--- src/rtl/dht11_poll_ctrl.sv ---
// DHT11 poll scheduler with timeout/retry, last-good capture and heat/cool hysteresis.
// Optional checksum validation is compiled in with `define DHT11_CHECKSUM_EN.
module dht11_poll_ctrl #(
  parameter int CLK_HZ     = 16000000,
  parameter int POLL_MS    = 2000,
  parameter int TIMEOUT_MS = 50,
  parameter int RETRY_MS   = 1100,
  parameter int MAX_RETRY  = 3,
  parameter int HYST       = 1
) (
  input  logic        clk_i,
  input  logic        rst_ni,
  output logic        start_o,
  input  logic        rd_done_i,
  input  logic [39:0] rd_data_i,
  input  logic [7:0]  setpoint_i,
  output logic [7:0]  temp_o,
  output logic [7:0]  hum_o,
  output logic        valid_o,
  output logic        sample_o,
  output logic        fault_o,
  output logic        heat_o,
  output logic        cool_o
);

  localparam int DIV    = (CLK_HZ / 1000 > 0) ? (CLK_HZ / 1000) : 1;
  localparam int PW     = (DIV > 1) ? $clog2(DIV) : 1;
  localparam int LD_MAX = (POLL_MS > RETRY_MS) ? POLL_MS : RETRY_MS;
  localparam int WW     = (LD_MAX > 1) ? $clog2(LD_MAX + 1) : 1;
  localparam int TW     = (TIMEOUT_MS > 1) ? $clog2(TIMEOUT_MS) : 1;

  localparam logic [PW-1:0] PRESC_MAX = PW'(DIV - 1);
  localparam logic [WW-1:0] POLL_LD   = WW'(POLL_MS);
  localparam logic [WW-1:0] RETRY_LD  = WW'(RETRY_MS);
  localparam logic [TW-1:0] TO_LAST   = TW'(TIMEOUT_MS - 1);
  localparam logic [3:0]    RETRY_LIM = 4'(MAX_RETRY);
  localparam logic [8:0]    HYST9     = 9'(HYST);

`ifdef DHT11_CHECKSUM_EN
  localparam logic CKSUM_EN = 1'b1;
`else
  localparam logic CKSUM_EN = 1'b0;
`endif

  typedef enum logic [2:0] {
    ST_IDLE  = 3'd0,
    ST_REQ   = 3'd1,
    ST_WAIT  = 3'd2,
    ST_CHECK = 3'd3,
    ST_FAIL  = 3'd4
  } state_t;

  // Frame is good when the low byte equals the 8-bit wrap-around sum of the upper four bytes.
  function automatic logic frame_ok(input logic [39:0] f);
    logic [7:0] s;
    s = f[39:32] + f[31:24] + f[23:16] + f[15:8];
    return (s == f[7:0]);
  endfunction

  state_t          state_r, state_s;
  logic [PW-1:0]   presc_r;
  logic            tick_r;
  logic [WW-1:0]   wait_r;
  logic [TW-1:0]   to_r;
  logic            done_r;
  logic            cks_ok_r;
  logic [7:0]      temp_lat_r, hum_lat_r;
  logic [7:0]      temp_r, hum_r;
  logic            valid_r, sample_r, fault_r, start_r;
  logic [3:0]      retry_r;
  logic            heat_r, cool_r;
  logic            capture_s, good_s;
  logic [8:0]      temp9_s, sp9_s;

  assign capture_s = (state_r == ST_WAIT) & rd_done_i & ~done_r;
  assign good_s    = cks_ok_r | ~CKSUM_EN;
  assign temp9_s   = {1'b0, temp_r};
  assign sp9_s     = {1'b0, setpoint_i};

  // Free-running 1 ms prescaler; tick_r is a registered one-cycle strobe.
  always_ff @(posedge clk_i or negedge rst_ni) begin
    if (!rst_ni) begin
      presc_r <= '0;
      tick_r  <= 1'b0;
    end else begin
      if (presc_r == PRESC_MAX) begin
        presc_r <= '0;
      end else begin
        presc_r <= presc_r + PW'(1);
      end
      tick_r <= (presc_r == PRESC_MAX);
    end
  end

  // Latch the first completed frame seen in WAIT; anything outside WAIT is dropped.
  always_ff @(posedge clk_i or negedge rst_ni) begin
    if (!rst_ni) begin
      done_r     <= 1'b0;
      cks_ok_r   <= 1'b0;
      temp_lat_r <= 8'd0;
      hum_lat_r  <= 8'd0;
    end else begin
      done_r <= capture_s;
      if (capture_s) begin
        cks_ok_r   <= frame_ok(rd_data_i);
        temp_lat_r <= rd_data_i[23:16];
        hum_lat_r  <= rd_data_i[39:32];
      end
    end
  end

  // State register.
  always_ff @(posedge clk_i or negedge rst_ni) begin
    if (!rst_ni) begin
      state_r <= ST_IDLE;
    end else begin
      state_r <= state_s;
    end
  end

  // Next-state logic; a completed frame takes priority over a coincident timeout.
  always_comb begin
    state_s = state_r;
    case (state_r)
      ST_IDLE: begin
        if (tick_r && (wait_r == '0)) begin
          state_s = ST_REQ;
        end else begin
          state_s = ST_IDLE;
        end
      end
      ST_REQ:  state_s = ST_WAIT;
      ST_WAIT: begin
        if (done_r) begin
          state_s = ST_CHECK;
        end else if (tick_r && (to_r == TO_LAST) && !rd_done_i) begin
          state_s = ST_FAIL;
        end else begin
          state_s = ST_WAIT;
        end
      end
      ST_CHECK: begin
        if (good_s) begin
          state_s = ST_IDLE;
        end else begin
          state_s = ST_FAIL;
        end
      end
      ST_FAIL: state_s = ST_IDLE;
      default: state_s = ST_IDLE;
    endcase
  end

  // Wait (poll/retry) and timeout counters, both advanced by the ms tick.
  always_ff @(posedge clk_i or negedge rst_ni) begin
    if (!rst_ni) begin
      wait_r <= '0;
      to_r   <= '0;
    end else begin
      case (state_r)
        ST_IDLE: begin
          if (tick_r && (wait_r != '0)) begin
            wait_r <= wait_r - WW'(1);
          end
        end
        ST_REQ:  to_r <= '0;
        ST_WAIT: begin
          if (tick_r && (to_r != TO_LAST)) begin
            to_r <= to_r + TW'(1);
          end
        end
        ST_CHECK: begin
          if (good_s) begin
            wait_r <= POLL_LD;
          end
        end
        ST_FAIL: wait_r <= RETRY_LD;
        default: wait_r <= '0;
      endcase
    end
  end

  // Request pulse, last-good capture, retry counting and fault flag.
  always_ff @(posedge clk_i or negedge rst_ni) begin
    if (!rst_ni) begin
      start_r  <= 1'b0;
      sample_r <= 1'b0;
      temp_r   <= 8'd0;
      hum_r    <= 8'd0;
      valid_r  <= 1'b0;
      fault_r  <= 1'b0;
      retry_r  <= 4'd0;
    end else begin
      start_r  <= (state_s == ST_REQ);
      sample_r <= (state_r == ST_CHECK) && good_s;
      if ((state_r == ST_CHECK) && good_s) begin
        temp_r  <= temp_lat_r;
        hum_r   <= hum_lat_r;
        valid_r <= 1'b1;
        fault_r <= 1'b0;
        retry_r <= 4'd0;
      end else if (state_r == ST_FAIL) begin
        if ((retry_r + 4'd1) >= RETRY_LIM) begin
          fault_r <= 1'b1;
          retry_r <= 4'd0;
        end else begin
          retry_r <= retry_r + 4'd1;
        end
      end
    end
  end

  // Hysteresis control in 9 bits so temp+HYST and setpoint+HYST cannot wrap.
  always_ff @(posedge clk_i or negedge rst_ni) begin
    if (!rst_ni) begin
      heat_r <= 1'b0;
      cool_r <= 1'b0;
    end else if (!valid_r || fault_r) begin
      heat_r <= 1'b0;
      cool_r <= 1'b0;
    end else begin
      if (temp9_s >= sp9_s) begin
        heat_r <= 1'b0;
      end else if ((temp9_s + HYST9) < sp9_s) begin
        heat_r <= 1'b1;
      end
      if (temp9_s <= sp9_s) begin
        cool_r <= 1'b0;
      end else if (temp9_s > (sp9_s + HYST9)) begin
        cool_r <= 1'b1;
      end
    end
  end

  assign start_o  = start_r;
  assign temp_o   = temp_r;
  assign hum_o    = hum_r;
  assign valid_o  = valid_r;
  assign sample_o = sample_r;
  assign fault_o  = fault_r;
  assign heat_o   = heat_r;
  assign cool_o   = cool_r;

endmodule

--- config.mk ---
export PLATFORM = sky130hd
export DESIGN_NAME = dht11_poll_ctrl
export DESIGN_NICKNAME = d
export VERILOG_FILES = /design/src/rtl/dht11_poll_ctrl.sv
export SDC_FILE = /design/constraint.sdc
export NUM_CORES = 1
export LEC_CHECK = 0
export ABC_AREA = 1
export CORE_ASPECT_RATIO = 1.2
export CORE_MARGIN = 8
export CORE_UTILIZATION = 55
export CTS_CLUSTER_SIZE = 8
export DETAILED_ROUTE_END_ITERATION = 12
export DONT_BUFFER_PORTS = 1
export GPL_TIMING_DRIVEN = 0
export PLACE_DENSITY = 0.79
export SLEW_MARGIN = 20
export SYNTH_ARGS = -nofsm -noshare
export SYNTH_HDL_FRONTEND = slang
export SYNTH_SLANG_ARGS = --single-unit
--- constraint.sdc ---
create_clock -name clk_i -period 2.29 [get_ports clk_i]
set_clock_uncertainty 0.2 [all_clocks]
set_input_delay 0.5725 -clock clk_i [delete_from_list [all_inputs] [get_ports clk_i]]
set_output_delay 0.5725 -clock clk_i [all_outputs]
set_load 0.005 [all_outputs]
# == Word-level counts from Yosys, hierarchy flattened ==
# Cells that the tools add are included.
# totals
ff_bits,78
out_inout_bits,22
word_cells,83
inputBits,51
# classes
order_cmp,5
add_sub_neg,6
bitwise,4
reduce_logical,20
mux,21
eq_ne,10
# ops
op,count
one-hot mux 11 bit (4 select lines),1
"adder 8 x 1 -> 9 bit, second input constant",2
"adder 14 x 1 -> 14 bit, second input constant",1
"== test 14 bit, second input constant",1
2-to-1 mux 14 bit,1
2-to-1 mux 4 bit,3
one-hot mux 6 bit (2 select lines),1
logical NOT 11 bit,1
2-to-1 mux 11 bit,1
nonzero test 11 bit,1
"subtractor 11 x 1 -> 11 bit, second input constant",1
2-to-1 mux 1 bit,10
greater-than comparator 8 x 9 -> 1 bit,1
less-than comparator 9 x 8 -> 1 bit,1
one-hot mux 3 bit (3 select lines),1
greater-or-equal comparator 8 bit,1
<= comparator 8 bit,1
"adder 6 x 1 -> 6 bit, second input constant",1
"== test 3 x 1 -> 1 bit, second input constant",2
"== test 3 x 2 -> 1 bit, second input constant",2
"== test 6 bit, second input constant",1
2-to-1 mux 3 bit,2
2-to-1 mux 6 bit,1
"inequality test 6 bit, second input constant",1
other kinds (15),27

# == Depth between registers and ports, before layout ==
# depth
word_depth,7
depth_mapped,14
depth_no_buf,14

# == Worst setup path before layout ==
# OpenSTA, ideal clock, no wires.
# synth_path
path_type,reg-to-reg
start,"reg temp_r[1], in the netlist temp_o[1]"
end,"reg heat_r, in the netlist heat_o"
path_buffers,0
arrival_ns,1.945
period_less_slack_ns,2.223
t_required_ns,2.013
setup_time_ns,0.077
stages_incl_launch_ff,14
path_slack_ns,0.067
path_cell_list,dfrtp_1 ha_1 nand2_1 nor2_1 nand3_1 xor2_1 inv_1 ha_1 a21o_1 nand3_1 nand2_1 nor2_1 nand2_1 a21oi_1
# synth_via
elab_chain_len,3
elab_cells_between_ends,6
cone_classes,add/sub: 1; order compare: 2; mux: 2; reduce/logical: 1
# synth_lines
element,line_no,source
from (decl),68,"logic [7:0] temp_r, hum_r;"
from (signal assigned),197,temp_r <= temp_lat_r;
adder 8 x 1 -> 9 bit or greater-or-equal comparator 8 bit (tied branches),"224, 222",
less-than comparator 9 x 8 -> 1 bit or 2-to-1 mux 1 bit (tied branches),"224, 222",
nonzero test 3 bit (no source line) or 2-to-1 mux 1 bit (tied branches),-,
to (signal assigned),219,heat_r <= 1'b0;
to (signal assigned),223,heat_r <= 1'b0;
to (signal assigned),225,heat_r <= 1'b1;
to (decl),71,"logic heat_r, cool_r;"
# Parallel ways exist; a longest one is shown, timed or not.
# A chain may end at the register's enable or synchronous reset.

# == Worst setup path after layout ==
# Ends and elaborated chain as after synthesis.

==> impl_metrics.env <==
export IMPL_grtUsageTotal_pct=18.0
export IMPL_hpwl_um=7030
export IMPL_period_share_pct=99.6
export IMPL_pre_cts_ws_ns=-0.204
export IMPL_cp_arrival_ns=2.36
export IMPL_top_layer_used="met4"
export IMPL_syn_to_final_growth_pct=10.5
export IMPL_wl_per_cell_um=14.2
export IMPL_die_height_um=115
export IMPL_setup_worst_path_class="flip-flop to flip-flop"
export IMPL_critPathTopFamily="adder cells"
export IMPL_synth_largest_area_cell="dfrtp_1"
export IMPL_fillCellCount=677
export IMPL_worst_slew_pin_slew_ns=0.589
export IMPL_violations="hold timing"
export IMPL_layout_drive_gt1_share_pct=9.40
export IMPL_utilization_pct=61.5
export IMPL_cp_cell_sequence="ha_4 > nand2_4 > nor2_4 > buf_4 > xor2_2 > ha_1 > a21o_1 > nor2_2 > nor2_2 > nor2_1 > nand2_1 > a21oi_2"
export IMPL_final_area_sq_mm=0.00493
export IMPL_gp_congestion=0.882
export IMPL_synth_edf_count=0
export IMPL_synth_nets=651
export IMPL_worst_slack_ns=0.00842
export IMPL_dieArea_sq_mm=0.0113
export IMPL_power_uw=5360
export IMPL_critical_path_slowest_cell="dfrtp_2"
export IMPL_hold_path_class="primary input to async pin"
export IMPL_drt_met1_wl_um=3900
export IMPL_grt_overflow=0
export IMPL_power_per_cell_area_mw_per_mm2=1090
export IMPL_grt_setup_unrepaired="yes"
export IMPL_ir_drop_mv=0.694
export IMPL_finalMaxSlewViolations=0
export IMPL_antenna_found_initial=0
export IMPL_synthCells=567
export IMPL_num_rows=36
export IMPL_outcome="complete, but fails checks"
export IMPL_met2WireLength_um=5010
export IMPL_fin_crit_ns=2.28
export IMPL_clkTransAtPathRegs_ns=0.08
export IMPL_seq_area_frac_synth_pct=43.8
export IMPL_io_buffers=0
export IMPL_cts_tree="done"
export IMPL_wl_met3_um=619
export IMPL_ys_top_cells_by_area="dfrtp_1, nand2_1, ha_1"
export IMPL_start_kind="flip-flop"
export IMPL_crit_top_cell="nor2_2"
export IMPL_synth_common_cells="nand2_1, dfrtp_1, inv_1, nor2_1, nand3_1"
export IMPL_max_stage_delay_ns=0.48
export IMPL_cts_sinks=78
export IMPL_drt_iter0_drc=162
export IMPL_whs_ns=-0.282
export IMPL_synth_area_per_cell_sq_um=7.86
export IMPL_via_per_inst=5.46
export IMPL_grt_max_degree=79
export IMPL_synth_area_sq_mm=0.00446
export IMPL_first_global_vias=3720
export IMPL_numCtsBuffers=9
export IMPL_firstDrtPassIters=5
export IMPL_grt_pass1_wl_um=16500
export IMPL_synth_top_area_share_pct=43.8
export IMPL_clockRootBuffer="clkbuf_8"
export IMPL_ys_seq_elements=78
export IMPL_synth_flop_cell="dfrtp_1"
export IMPL_placed_area_sq_mm=0.00458
export IMPL_die_x_um=98.2
export IMPL_drcViolationCount=0
export IMPL_initial_core_util_pct=55.6
export IMPL_io_pins=73
export IMPL_fmax_mhz=438
export IMPL_end_kind="flip-flop"
export IMPL_yosysWarnings=0
export IMPL_async_flop_share_pct=100
export IMPL_clockBufferDepth=2
export IMPL_setup_viol=0
export IMPL_wl_um=9680
export IMPL_diodes=0
export IMPL_path_max_fanout=6
export IMPL_hold_violations=78
export IMPL_clkLatencyLatePin_ns=0.34
export IMPL_crit_cells=12
export IMPL_max_slew_margin_pct=60.7
export IMPL_drv_cap=0
export IMPL_cp_buffers_inverters=1
export IMPL_r2r_cells=12
export IMPL_vias=3710
export IMPL_ant_nets=0
export IMPL_yosysMostFrequentCell="nand2_1"
export IMPL_core_sq_mm=0.00802
export IMPL_cp_required_ns=2.37
export IMPL_p_leak_uw=0.00262
export IMPL_htreeDepth=3
export IMPL_yosysUniqueCellTypes=33
export IMPL_nNetsFinal=664
final timing paths:
path	start	to	slack (ns)
max in group asynchronous	rst_ni	temp_o[1]	2.05
max	temp_o[1]	heat_o	0.008
min reg2reg	presc_r[0]	presc_r[0]	0.27
max reg2reg	temp_o[1]	heat_o	0.008
min in group clk_i	rd_data_i[37]	hum_lat_r[5]	0.13
min	rst_ni	wait_r[2]	-0.28
timing repair:
item / in CTS / in global routing
endpoints found under the hold margin: 78 / 78
pin swaps: 2 / 10
setup endpoints to repair: 1 / 1
buffers inserted: 2 / 0
gates resized for setup: 8 / 10
metrics by stage:
step                cells  setup TNS [ns]
floorplan             567               0
global placement      662          -0.231
detailed placement    662          -0.319
CTS                   680               0
global route          680          -0.115
finish                680               0
placed cells by master, fill, tap and decap left out, types with 2 or more instances in the layout:
cell / synthesis / final
nand2_4: 1 / 2
bufinv_16: 0 / 4
inv_2: 4 / 4
nand3_2: 2 / 4
inv_1: 68 / 68
xnor2_1: 3 / 3
nand2_1: 176 / 174
a21o_1: 3 / 3
nor2_2: 2 / 5
nand3_1: 37 / 35
o21bai_1: 2 / 2
xor2_1: 21 / 20
buf_4: 0 / 2
a21oi_1: 16 / 15
or2_2: 2 / 2
o21ai_2: 5 / 5
nand2_2: 1 / 2
nor4_1: 2 / 2
buf_6: 2 / 2
clkbuf_1: 2 / 3
o21ai_0: 17 / 17
clkbuf_8: 0 / 9
ha_1: 33 / 31
nor2_1: 61 / 57
nand4_1: 8 / 8
nand3b_1: 3 / 3
dfrtp_1: 78 / 75
buf_2: 2 / 2
dfrtp_2: 0 / 3
ha_4: 0 / 2
nor3_1: 9 / 9
kinds of logic (layout without fill, tap and decap cells):
group,after synthesis,after routing,synth area share (%)
flip-flops,78,78,43.8
AO/OA/AOI/OAI,47,47,6.09
buffers and inverters,78,96,6.96
AND/OR/NAND/NOR,307,307,29.2
adder cells (fa/ha/maj),33,33,9.26
XOR/XNOR,24,24,4.71
area by class of cell:
type                       count  area, sq um  share of cell area, %
buffer                         6         40.0                  0.812
clock buffer                  10          128                   2.59
clock inverter                 6          134                   2.72
inverter                      72          270                   5.48
multi-input combinational    411         2270                   46.0
sequential                    78         1960                   39.7
tap                           95          119                   2.41
timing repair buffer           2         15.0                  0.305
routing by layer:
layer,up-vias,GRT usage (%)
met4,0,7.49
met3,15,3.89
met1,1774,19.8
met5,-,0
met2,104,32.9
li1,1817,-
registers in the layout, indices dropped and copies added (netlist names), 3 cells and up:
register / flops
presc_r: 14
wait_r: 11
hum_lat_r: 8
hum_o: 8
temp_lat_r: 8
temp_o: 8
to_r: 6
retry_r: 4
state_r: 3
power by group:
part           switching, uW  internal (uW)  total [uW]  leakage [uW]
Combinational           1100            721        1820       0.00148
Clock                    497            835        1330      0.000130
Sequential               440           1770        2210       0.00101
Note: power is estimated with default switching activity, not from simulation.
==> patch 1 (same settings) <==
Reset style: synchronous (`rst_ni`), changed in 6 clocked blocks.
--- a/src/rtl/dht11_poll_ctrl.sv
+++ b/src/rtl/dht11_poll_ctrl.sv
@@ -79,5 +79,5 @@
 
   // Free-running 1 ms prescaler; tick_r is a registered one-cycle strobe.
-  always_ff @(posedge clk_i or negedge rst_ni) begin
+  always_ff @(posedge clk_i) begin
     if (!rst_ni) begin
       presc_r <= '0;
@@ -94,5 +94,5 @@
 
   // Latch the first completed frame seen in WAIT; anything outside WAIT is dropped.
-  always_ff @(posedge clk_i or negedge rst_ni) begin
+  always_ff @(posedge clk_i) begin
     if (!rst_ni) begin
       done_r     <= 1'b0;
@@ -111,5 +111,5 @@
 
   // State register.
-  always_ff @(posedge clk_i or negedge rst_ni) begin
+  always_ff @(posedge clk_i) begin
     if (!rst_ni) begin
       state_r <= ST_IDLE;
@@ -153,5 +153,5 @@
 
   // Wait (poll/retry) and timeout counters, both advanced by the ms tick.
-  always_ff @(posedge clk_i or negedge rst_ni) begin
+  always_ff @(posedge clk_i) begin
     if (!rst_ni) begin
       wait_r <= '0;
@@ -182,5 +182,5 @@
 
   // Request pulse, last-good capture, retry counting and fault flag.
-  always_ff @(posedge clk_i or negedge rst_ni) begin
+  always_ff @(posedge clk_i) begin
     if (!rst_ni) begin
       start_r  <= 1'b0;
@@ -212,5 +212,5 @@
 
   // Hysteresis control in 9 bits so temp+HYST and setpoint+HYST cannot wrap.
-  always_ff @(posedge clk_i or negedge rst_ni) begin
+  always_ff @(posedge clk_i) begin
     if (!rst_ni) begin
       heat_r <= 1'b0;
Check against the original RTL: same outputs for any inputs over 10 cycles, from zero or initial values and one cycle with rst_ni low; that may be too few to reach the edited logic, so the function may still have changed.
==> patch 1 against the original RTL <==
First-iteration DRC count grew 19%; synthesized cell count grew 0.71%; sequential share of layout area shrank 5.1 points; via count shrank 0.97%; design area shrank 7.7%; worst setup slack gained 0.042 ns; sequential cell count is the same; routed wire length shrank 3.0%; area after synthesis shrank 6.9%; worst hold slack gained 0.43 ns; critical path type unchanged; critical endpoint is now heat_o.
Power is not compared: it rests on default switching activity, and its combinational part moved more than twofold at a synthesized area within 25%.
==> patch 1: results (changes against the original RTL) <==
| Metric | Value |
|---|---|
| Max Used Layer | met5 |
| Initial antenna violation count | 4 (+4) |
| Vias in the first global route | 3442 (-7.5%) |
| GR Util met2 | 31.0% (-2.0 points) |
| Netlist cell types | 36 (+9.1%) |
| FF-to-FF Start | temp_o[1] |
| FF-to-FF path depth | 14 (+2) |
| Predominant post-synthesis flop cell | dfxtp_1 |
| Clock transition at path regs | approximately 0.09 ns |
| DR WL met3 | 725 µm (+17%) |
| Met1 usage | 18.0% (-1.9 points) |
| HPWL after DPL | 7.23 mm (+2.9%) |
| Pre-antenna DRT Iters | 4 (-1) |
| Ratio of cells with drive above 1 in the final layout | 8.47% (-0.93 points) |
| Synth async-reset ratio | 0% (-100 points) |
| Worst-Margin Slew | 0.739 ns (+0.149 ns) |
| Clock latency on the worst-skew pair | 0.36 ns (+0.02 ns) |
| Final WL | 9.39 mm (-3.0%) |
| Final #Nets | 669 (+0.75%) |
| Placer Congestion | 0.904 (+2.5%) |
| Reg-to-reg endpoint | heat_o |
| Largest net degree at the start of global routing | 15 (-81%) |
| Vias per cell | 5.39 (-1.3%) |
| WL met2 | 4.83 mm (-3.7%) |
| DP Cell Count | 661 (-0.15%) |
| Synth area leaders | dfxtp_1 (38%), ha_1 (9.9%), nand2_1 (8.1%) |
| Reg2Reg Setup Slack | 0.05 ns (+0.04 ns) |
| Fillers | 667 (-1.5%) |
| Status | completed |
| Seq/Total Area, Yosys | 37.6% (-6.2 points) |
| Met1 WL | 3.52 mm (-9.9%) |
| GRT Total Usage | 17.7% (-0.38 points) |
| First-pass GRT wire length | 14.9 mm (-9.4%) |
| Post-synth top cells | nand2_1 (90), inv_1 (86), nor2_1 (82) |
| Syn Inst Count | 571 (+0.71%) |
| DRT iter0 DRCs | 192 (+19%) |
| Worst Hold Class | primary input to flip-flop |
-- patch 1: changes by cell type in the layout (fill, tap and decap cells not counted), sizes merged, moves of 18 or more --
| cell | change |
|---|---|
| o21ai | +18 |
| inv | +18 |
| a21oi | +21 |
| nand2 | -85 |
| nor2 | +23 |
| dfxtp | +78 |
| dfrtp | -78 |
-- patch 1: worst max-delay path, cell delays in order (launching register included) --
cell and delay [ns]:
dfxtp_4 0.41, ha_4 0.16, nand2_4 0.05, nor2_4 0.15, buf_4 0.13, xor2_1 0.15
inv_1 0.09, ha_4 0.27, nand2_1 0.06, a21oi_1 0.13, nor2_1 0.06, nor2_1 0.10
nor2_1 0.05, nand2_1 0.08, a21oi_1 0.07
-- patch 1: kinds of logic (layout without fill, tap and decap cells) --
logic type	count (synthesis)	in the layout	synth area share (%)
simple gates	243	243	25.4
compound gates	98	98	13.2
buf+inv	98	117	9.37
flops	78	78	37.6
fa+ha+maj	33	33	9.95
xor+xnor	21	21	4.43
other cells	0	2	0
-- patch 1: worst max-delay path by stage --
stage | startpoint | cells after the start | endpoint
2_1_floorplan | setpoint_i[2] | 11 | cool_o
3_3_place_gp | setpoint_i[2] | 11 | cool_o
3_5_place_dp | temp_o[1] | 12 | heat_o
4_1_cts | temp_o[0] | 12 | heat_o
5_1_grt | temp_o[1] | 14 | heat_o
6_report | temp_o[1] | 14 | heat_o
-- patch 1: through the flow --
step / setup WS, ns / hold WS (ns) / utilization (%)
4_1_cts: 0.00804 / 0.125 / 61.3
5_1_grt: -0.0752 / 0.139 / 62.5
3_5_place_dp: -0.183 / 0.238 / 58.7
6_report: 0.0504 / 0.147 / 62.6
3_3_place_gp: -0.132 / 0.232 / 58.7
2_1_floorplan: 0.0170 / 0.218 / -
-- patch 1: layout make-up --
type | count | area (µm²) | share of cell area (%)
Antenna cell | 2 | 5.00 | 0.110
Buffer | 9 | 55.1 | 1.21
Clock buffer | 10 | 138 | 3.02
Clock inverter | 6 | 46.3 | 1.02
Inverter | 89 | 334 | 7.34
Multi-Input combinational cell | 395 | 2270 | 49.8
Sequential cell | 78 | 1570 | 34.5
Tap cell | 90 | 113 | 2.47
Timing Repair Buffer | 3 | 22.5 | 0.495
-- patch 1: power by group through the flow --
stage	Clock, mW	Sequential [mW]	Combinational (mW)
floorplan	0	1.39	0.0720
global placement	0	1.39	0.0886
detailed placement	0	1.39	0.0937
CTS	0.977	1.36	0.0942
global route	1.03	1.36	0.112
finish	0.943	1.36	0.0966
-- patch 1: what timing repair did --
| item | CTS | global route |
|---|---|---|
| setup endpoints to repair | 1 | 1 |
| gates cloned | 0 | 0 |
| gates resized for setup | 4 | 12 |
| pin swaps | 0 | 7 |
| setup buffers | 0 | 3 |
==> patch 2 (same settings) <==
Made on the original files. `CKSUM_EN`: 1'b0 -> 1'b1.
--- a/src/rtl/dht11_poll_ctrl.sv
+++ b/src/rtl/dht11_poll_ctrl.sv
@@ -40,5 +40,5 @@
   localparam logic CKSUM_EN = 1'b1;
 `else
-  localparam logic CKSUM_EN = 1'b0;
+  localparam logic CKSUM_EN = 1'b1;
 `endif
 
Behaviour: no difference found for any inputs over 10 cycles, from zero or initial values and one cycle with rst_ni low; that may be too few to reach the edited logic, so the function may still have changed.
==> patch 2 against the original RTL <==
The flow finishes with violations (negative hold slack, negative setup slack); worst setup slack worse by 0.58 ns; area after synthesis rose by 19%; sequential cell count increased by 1; design area increased by 20%; routed wire length up 20%; utilization up 0.86 points; critical endpoint is now cks_ok_r; non-clock buffer count rose by 2; largest cell class unchanged.
Power is not compared: it rests on default switching activity, and its combinational part moved more than twofold at a synthesized area within 25%.
==> patch 2: results (changes against the original RTL) <==
| Metric | Value |
|---|---|
| Initial antenna violation count | 0 (unchanged) |
| First-pass GRT wire length | 19.8 mm (+20%) |
| Port buffer count | 0 (unchanged) |
| Synth async-reset ratio | 100% (unchanged) |
| Largest regs | presc_r: 14 flops, wait_r: 11 flops |
| FF-to-FF Start | temp_o[1] |
| Worst slew margin | 74.6% (+14 points) |
| Hold Slack | -0.260 ns (+0.0223 ns) |
| Synth warn | 0 (unchanged) |
| Failing checks | negative hold slack, negative setup slack |
| Netlist cell types | 38 (+15%) |
| H-tree depth | 3 (unchanged) |
| Via count | 4350 (+17%) |
| FF-to-FF path depth | 11 (-1) |
| DP Worst Slack | -0.920 ns (-0.716 ns) |
| Placer Congestion | 0.888 (+0.65%) |
| Clock root buffer | clkbuf_16 |
| Largest net degree at the start of global routing | 80 (+1.3%) |
| CP arrival | 2.92 ns (+0.56 ns) |
| Seq/Total Area, Yosys | 37.1% (-6.7 points) |
| Pre-antenna DRT Iters | 5 (unchanged) |
| Status | complete, but fails checks |
| Mapped Nets | 789 (+21%) |
| Predominant post-synthesis flop cell | dfrtp_1 |
| HPWL after DPL | 8.89 mm (+26%) |
| Clock transition at path regs | 0.06 ns (-0.02 ns) |
| Worst Hold Class | primary input to asynchronous set/reset pin |
| Worst Path Max Fanout | 3 (-3) |
| Ratio of cells with drive above 1 in the final layout | 10.1% (+0.70 points) |
| Final setup fails | 1 (+1) |
| GRT Total Usage | 18.6% (+0.58 points) |
| Post-synth top cells | nand2_1 (203), inv_1 (95), dfrtp_1 (79) |
| Reg2Reg Setup Slack | approximately 0.020 ns |
| N_diodes | 0 (unchanged) |
| Final hold violations | 79 (+1.3%) |
| Vias in the first global route | 4308 (+16%) |
| Final #Nets | 803 (+21%) |
| DRT iter0 DRCs | 209 (+29%) |
| Cell Area, Placed | 5500 µm² (+20%) |
| CTS Buf Count | 9 (unchanged) |
| Clock latency on the worst-skew pair | roughly 0.33 ns |
| Maximum VDD drop | approximately 0.00042 V |
| Reg-to-reg endpoint | heat_o |
| Leakage | 3.17 nW |
| Final worst-path setup slack | -0.569 ns (-0.577 ns) |
| DR WL/cell | 14.1 µm (-0.85%) |
| Synth area leaders | dfrtp_1 (37%), nand2_1 (14%), ha_1 (9.4%) |
| Max clock buf depth | 2 (unchanged) |
-- patch 2: cell types whose count changed in the layout (fill, tap and decap cells not counted), sizes merged, moves of 4 or more --
cell / before / now
nor2: 63 / 55
nand2: 178 / 211
nand3: 39 / 46
o31ai: 0 / 4
xnor2: 3 / 7
fa: 0 / 14
a21oi: 16 / 27
ha: 33 / 40
inv: 72 / 102
o21ai: 23 / 35
-- patch 2: critical path, stage by stage --
cell     delay [ns]
fa_1           0.54
inv_1          0.06
fa_1           0.50
inv_2          0.05
ha_4           0.16
fa_2           0.55
xnor2_1        0.11
nand3_1        0.08
nor2_1         0.09
nand4_1        0.08
o21ai_1        0.12
-- patch 2: how the worst max path moves through the flow --
stage | startpoint | endpoint | slack, ns | depth (start not counted)
2_1_floorplan | rd_data_i[9] | cks_ok_r | -0.76 | 11
3_3_place_gp | rd_data_i[9] | cks_ok_r | -0.93 | 11
3_5_place_dp | rd_data_i[9] | cks_ok_r | -0.92 | 11
4_1_cts | rd_data_i[9] | cks_ok_r | -0.58 | 11
5_1_grt | rd_data_i[9] | cks_ok_r | -0.68 | 11
6_report | rd_data_i[9] | cks_ok_r | -0.57 | 11
-- patch 2: area by class of cell --
class / count / area, µm²
Tap cell: 123 / 154
Clock inverter: 3 / 40.0
Fill cell: 812 / 3560
Multi-Input combinational cell: 496 / 3000
Inverter: 102 / 383
Sequential cell: 79 / 1980
Buffer: 7 / 47.5
Timing Repair Buffer: 3 / 22.5
Clock buffer: 13 / 270
-- patch 2: where the power goes --
group	switching (mW)	leakage [nW]	internal [mW]
Combinational	0.328	1.94	0.229
Sequential	0	1.07	1.40
Clock	0.529	0.156	0.929
Total	0.858	3.17	2.55
-- patch 2: timing repair --
action	in CTS	in global routing
gates resized for setup	7	12
endpoints found under the hold margin	79	79
setup buffers	2	1
endpoints found under the setup margin	2	2
pin swaps	2	7
-- patch 2: cell families (layout without fill, tap and decap cells) --
| kind of cell | after synthesis | after routing | share of synthesized area, % |
|---|---|---|---|
| xor gates and xnor gates | 26 | 26 | 4.28 |
| and+or+nand+nor | 344 | 344 | 28.1 |
| buffers and inverters | 109 | 128 | 8.08 |
| adders and majority gates | 54 | 54 | 14.7 |
| DFF | 79 | 79 | 37.1 |
| AOI/OAI and AO/OA | 72 | 72 | 7.78 |
-- patch 2: routing by layer --
layer	GRT usage (%)	share of wire (%)	wire [µm]
met4	8.99	2.0	237
met2	32.7	51	5980
met1	21.0	42	4870
met5	0	0	0
met3	4.30	4.9	576
-- patch 2: metrics by stage --
stage	TNS (ns)	cells	util, %	hold slack [ns]
floorplan	-0.759	684	-	0.0769
global placement	-1.15	807	58.1	0.0815
detailed placement	-1.27	807	58.1	0.0816
CTS	-0.580	825	61.8	-0.277
global route	-0.744	826	62.3	-0.274
finish	-0.569	826	62.3	-0.260
